==> config.mk <==
export PLATFORM = sky130hd
export DESIGN_NAME = fetch_prefetch_buffer
export DESIGN_NICKNAME = d
export VERILOG_FILES = /design/src/rtl/fetch_prefetch_buffer.sv
export SDC_FILE = /design/constraint.sdc
export NUM_CORES = 1
export LEC_CHECK = 0
export CAP_MARGIN = 10
export CORE_MARGIN = 2
export CORE_UTILIZATION = 40
export DETAILED_ROUTE_END_ITERATION = 16
export DONT_BUFFER_PORTS = 1
export GPL_ROUTABILITY_DRIVEN = 0
export GPL_TIMING_DRIVEN = 1
export PLACE_DENSITY_LB_ADDON = 0.1
export REMOVE_ABC_BUFFERS = 1
export SYNTH_ARGS = -nofsm -noshare
export SYNTH_HDL_FRONTEND = slang
export SYNTH_SLANG_ARGS = --single-unit
export TNS_END_PERCENT = 50
==> constraint.sdc <==
create_clock -name clk -period 7.2 [get_ports clk]
set_input_delay 1.44 -clock clk [delete_from_list [all_inputs] [get_ports clk]]
set_output_delay 1.44 -clock clk [all_outputs]
set_load 0.01 [all_outputs]
==> src/rtl/fetch_prefetch_buffer.sv <==
// fetch_prefetch_buffer
//   Instruction prefetcher. It issues word-aligned fetch requests to an
//   instruction memory with a req/gnt + rvalid protocol and queues the
//   returned {instruction, pc} pairs in a small FIFO for the decoder.
//   The number of granted-but-unanswered requests is limited, and the
//   FIFO always has room for every outstanding response.
//   A branch flushes the FIFO, redirects fetch, and marks in-flight
//   responses for discard.
// Ports
//   clk, rst_n              clock, async active-low reset
//   fetch_en_i              leave IDLE and start fetching at pc_start_addr_i
//   branch_i/branch_addr_i  redirect strobe and target
//   instr_req_o/addr_o      memory request (held stable until instr_gnt_i)
//   instr_gnt_i             request accepted
//   instr_rvalid_i/rdata_i  in-order response
//   fetch_valid_o/instr_o/pc_o  FIFO head; popped on fetch_ready_i
//   busy_o                  RUN, or responses still owed by memory
module fetch_prefetch_buffer #(
  parameter int WORD_WIDTH      = 32,
  parameter int DEPTH           = 4,
  parameter int MAX_OUTSTANDING = 2
) (
  input  logic                  clk,
  input  logic                  rst_n,
  input  logic                  fetch_en_i,
  input  logic [WORD_WIDTH-1:0] pc_start_addr_i,
  input  logic                  branch_i,
  input  logic [WORD_WIDTH-1:0] branch_addr_i,
  output logic                  instr_req_o,
  output logic [WORD_WIDTH-1:0] instr_addr_o,
  input  logic                  instr_gnt_i,
  input  logic                  instr_rvalid_i,
  input  logic [WORD_WIDTH-1:0] instr_rdata_i,
  output logic                  fetch_valid_o,
  output logic [WORD_WIDTH-1:0] fetch_instr_o,
  output logic [WORD_WIDTH-1:0] fetch_pc_o,
  input  logic                  fetch_ready_i,
  output logic                  busy_o
);
  localparam int PW = $clog2(DEPTH);
  localparam int CW = $clog2(DEPTH + 1);
  localparam int OW = $clog2(MAX_OUTSTANDING + 1);
  localparam logic [WORD_WIDTH-1:0] STEP = WORD_WIDTH'(4);

  typedef enum logic {IDLE, RUN} state_e;

  state_e                state_q;
  logic [WORD_WIDTH-1:0] fetch_addr_q, fetch_addr_d;
  logic [WORD_WIDTH-1:0] resp_pc_q, resp_pc_d;
  logic [WORD_WIDTH-1:0] hold_addr_q;
  logic                  hold_q, hold_d;
  logic                  stale_q, stale_d;
  logic [OW-1:0]         outs_q, outs_d;
  logic [OW-1:0]         disc_q, disc_d;
  logic [CW-1:0]         cnt_q, cnt_d;
  logic [PW-1:0]         wptr_q, rptr_q;
  logic [WORD_WIDTH-1:0] instr_mem [DEPTH];
  logic [WORD_WIDTH-1:0] pc_mem    [DEPTH];

  logic run, flush, gnt_fire, rv_fire, push, pop, credit_ok;

  assign run       = (state_q == RUN);
  assign flush     = run && branch_i;
  assign credit_ok = (int'(cnt_q) + int'(outs_q) < DEPTH) && (int'(outs_q) < MAX_OUTSTANDING);

  // A request that was not yet granted keeps its original address, even
  // across a branch; fetch_addr_q may already point at the new target.
  assign instr_req_o  = run && (hold_q || credit_ok);
  assign instr_addr_o = hold_q ? hold_addr_q : fetch_addr_q;

  assign gnt_fire = instr_req_o && instr_gnt_i;
  // Responses with nothing outstanding (stray) are ignored.
  assign rv_fire  = run && instr_rvalid_i && (outs_q != '0);
  assign push     = rv_fire && (disc_q == '0) && !branch_i;
  assign pop      = fetch_valid_o && fetch_ready_i;

  assign fetch_valid_o = (cnt_q != '0);
  assign fetch_instr_o = fetch_valid_o ? instr_mem[rptr_q] : '0;
  assign fetch_pc_o    = fetch_valid_o ? pc_mem[rptr_q]    : '0;
  assign busy_o        = run || (outs_q != '0) || (disc_q != '0);

  always_comb begin
    outs_d = outs_q;
    if (gnt_fire && !rv_fire)      outs_d = outs_q + 1'b1;
    else if (!gnt_fire && rv_fire) outs_d = outs_q - 1'b1;

    disc_d = disc_q;
    if (rv_fire && disc_q != '0) disc_d = disc_q - 1'b1;
    // A pre-branch request granted after the branch is owed a discard slot.
    if (gnt_fire && stale_q)     disc_d = disc_d + 1'b1;
    if (flush)                   disc_d = outs_d;

    cnt_d = cnt_q;
    if (flush)              cnt_d = '0;
    else if (push && !pop)  cnt_d = cnt_q + 1'b1;
    else if (!push && pop)  cnt_d = cnt_q - 1'b1;

    fetch_addr_d = fetch_addr_q;
    resp_pc_d    = resp_pc_q;
    if (!run && fetch_en_i) begin
      fetch_addr_d = {pc_start_addr_i[WORD_WIDTH-1:2], 2'b00};
      resp_pc_d    = {pc_start_addr_i[WORD_WIDTH-1:2], 2'b00};
    end else if (flush) begin
      fetch_addr_d = {branch_addr_i[WORD_WIDTH-1:2], 2'b00};
      resp_pc_d    = {branch_addr_i[WORD_WIDTH-1:2], 2'b00};
    end else begin
      if (gnt_fire && !stale_q) fetch_addr_d = fetch_addr_q + STEP;
      if (push)                 resp_pc_d    = resp_pc_q + STEP;
    end

    hold_d  = instr_req_o && !instr_gnt_i;
    stale_d = hold_d && (stale_q || flush);
  end

  always_ff @(posedge clk or negedge rst_n) begin
    if (!rst_n) begin
      state_q      <= IDLE;
      fetch_addr_q <= '0;
      resp_pc_q    <= '0;
      hold_addr_q  <= '0;
      hold_q       <= 1'b0;
      stale_q      <= 1'b0;
      outs_q       <= '0;
      disc_q       <= '0;
      cnt_q        <= '0;
      wptr_q       <= '0;
      rptr_q       <= '0;
    end else begin
      if (!run && fetch_en_i) state_q <= RUN;
      fetch_addr_q <= fetch_addr_d;
      resp_pc_q    <= resp_pc_d;
      hold_q       <= hold_d;
      stale_q      <= stale_d;
      if (hold_d) hold_addr_q <= instr_addr_o;
      outs_q <= outs_d;
      disc_q <= disc_d;
      cnt_q  <= cnt_d;
      if (flush) begin
        wptr_q <= '0;
        rptr_q <= '0;
      end else begin
        if (push) wptr_q <= wptr_q + 1'b1;
        if (pop)  rptr_q <= rptr_q + 1'b1;
      end
    end
  end

  // Storage needs no reset: the head is masked whenever the FIFO is empty.
  always_ff @(posedge clk) begin
    if (push) begin
      instr_mem[wptr_q] <= instr_rdata_i;
      pc_mem[wptr_q]    <= resp_pc_q;
    end
  end
endmodule

==> results_dict.tcl <==
set metrics [dict create \
    ys.flop_type "edfxtp_1" \
    hp-class "flip-flop to flip-flop" \
    clk_latency_ns 0.56 \
    rsz0062_at_grt "false" \
    period_share 0.611 \
    crit_fanout 43 \
    io_buffer_count 0 \
    tns_ns 0 \
    crit_path_start_kind "flip-flop" \
    cp_cell_sequence "buf_4 -> mux4_2 -> and2_1" \
    syn-cell-area_um2 15900 \
    final_nets 1186 \
    drtPass1Iterations 5 \
    async_flop_share 0.299 \
    drive_gt1_frac 0.194 \
    grt_max_degree 107 \
    path_clk_slew_ns 0.06 \
    yosysUniqueCellTypes 76 \
    report.final.slew_viol_count 0 \
    r2r_slack_ns 4.41 \
    design.core.area_um2 38900 \
    min_period_ns 4.40 \
    status "completed" \
    crit_family "flip-flops" \
    htreeDepth 2 \
    cts_hold_buf 0 \
    synth_seq_area_share 0.637 \
    syn_area_per_cell_um2 14.6 \
    max_stage_delay_ns 1.02 \
    maxCapViolations 0 \
    area_growth_pct 11.0 \
    ys_warn_count 0 \
    worstMarginPinSlew_ns 1.11 \
    initial_utilization 0.407 \
    cts-buffers-inserted 40 \
    hpwl_mm 23.0 \
    drt_wl_total_mm 37.9 \
    vias_per_cell 5.77 \
    final_common_cell "edfxtp_1" \
    postCtsSetupRepairBufs 0 \
    die_w_um 203 \
    slew_headroom 0.263 \
    path_buf_inv 1 \
    vdd_drop_max_uv 200 \
    leakagePower_nw 6.01 \
    ys_ff_latch 354 \
    num_vias 9347 \
    cp.required_ns 5.76 \
    die-area_um2 41200 \
    final_antenna_net_count 0 \
    power_density_nw_per_um2 352 \
    slowest_stage "dfrtp_4" \
    clk_path_buf_depth 3 \
    first_global_vias 9435 \
    synth_enable_flop_cells 248 \
    post_drt_wl_per_cell_um 23.4 \
    grt_pass1_wl_mm 58.0 \
    layout_common_cells "248 x edfxtp_1, 104 x dfrtp_1, 66 x and2_1, 62 x mux4_2" \
    fillers 3525 \
    criticalPathCategory "flip-flop to output port" \
    io_pins 202 \
    die_height_um 203 \
    cts_tree "yes" \
    grt_usage 0.185 \
    cts_resized 0 \
    rows 72 \
    hold_viol 0 \
    crit_arrival_ns 2.96 \
    cts_root_buffer "clkbuf_16" \
    report.final.setup_viol 0 \
    numClockSinks 354 \
    total_power_mw 6.19 \
    antennaDiodeCount 0 \
    synth_cells 1085 \
    drt_first_iter_violations 591 \
    antenna_found_initial 0 \
    drc 0 \
    fmax_mhz 227 \
    overflow 0 \
    finClkSkew_ns 0.0154 \
    postLayoutCoreUtil 0.452 \
    cp-end-kind "output port" \
]
kinds of logic (layout without fill, tap and decap cells):
family                   after synthesis  count (layout)  share of synthesized area
flip-flops                           354             354                      0.637
AND/OR/NAND/NOR                      276             276                     0.0965
AO/OA/AOI/OAI                        227             227                     0.0976
multiplexers                         121             121                      0.130
buffers and inverters                 84              99                     0.0235
XOR/XNOR                              12              12                    0.00663
adder cells (fa/ha/maj)               10              10                    0.00837
other                                  1               2                   0.000237
registers in the layout, indices dropped and copies added, names as in the netlist:
register      cells
stale_q           1
hold_q            1
outs_q            2
instr_mem       128
rptr_q            2
disc_q            2
wptr_q            2
pc_mem          120
run               1
fetch_addr_q     30
cnt_q             3
hold_addr_q      32
resp_pc_q        30
synth_stat cells (10+ instances only):
master / n / share of area
a31oi_1: 14 / 0.0055
a21oi_1: 43 / 0.014
nand2_1: 53 / 0.013
and2_1: 71 / 0.028
nor2_1: 38 / 0.0090
inv_1: 17 / 0.0040
mux4_2: 62 / 0.088
nand3_1: 28 / 0.0088
o21ai_0: 48 / 0.015
dfrtp_1: 106 / 0.17
nor3_1: 17 / 0.0054
nand4_1: 20 / 0.0079
o311ai_0: 10 / 0.0055
mux2_2: 53 / 0.038
edfxtp_1: 248 / 0.47
a22oi_1: 23 / 0.011
clkbuf_1: 32 / 0.0076
buf_2: 24 / 0.0076
power breakdown:
| group | switching, mW | internal (mW) | total [mW] |
|---|---|---|---|
| clock network | 0.807 | 1.18 | 1.99 |
| registers | 0.265 | 2.45 | 2.71 |
| logic | 0.862 | 0.622 | 1.48 |
| total | 1.93 | 4.25 | 6.19 |
routing by layer:
metal	global-route usage	vias up	wire (um)
met1	0.257	4768	17200
met3	0.0462	64	2530
met5	0	-	0
li1	-	4247	-
met2	0.282	268	17000
met4	0.0722	0	1150
final timing paths:
| path | startpoint | to | depth (start not counted) |
|---|---|---|---|
| min | hold_addr_q[1] | hold_addr_q[1] | 1 |
| min reg2reg | hold_addr_q[1] | hold_addr_q[1] | 1 |
| max | rptr_q[0] | fetch_pc_o[8] | 3 |
| min in group asynchronous | rst_n | hold_addr_q[26] | 0 |
| max reg2reg | outs_q[1] | instr_mem[0][18] | 6 |
| max in group asynchronous | rst_n | rptr_q[1] | 0 |
worst reg2reg max path, stage by stage (launching register included):
cell and delay, ns:
dfrtp_1 0.38, inv_1 0.10, ha_1 0.23, and3b_1 0.34
nor2b_1 0.16, buf_4 0.29, and2_4 0.89
layout make-up:
type,count,area [um^2],area share
Clock buffer,53,1100,0.0626
Clock inverter,17,168,0.00953
Inverter,17,63.8,0.00363
Multi-Input combinational cell,648,5420,0.308
Sequential cell,354,10100,0.574
Tap cell,518,648,0.0368
Timing Repair Buffer,12,90.1,0.00512
metrics by stage:
stage	hold WS [ns]	area, um^2	std cells	setup WS [ns]
2_1_floorplan	0.450	15500	1019	2.40
3_3_place_gp	0.463	16300	1549	3.23
3_5_place_dp	0.468	16300	1549	3.22
4_1_cts	0.481	17600	1619	2.61
5_1_grt	0.506	17600	1619	2.55
6_report	0.479	17600	1619	2.80
Note: power is estimated with default switching activity, not from simulation.
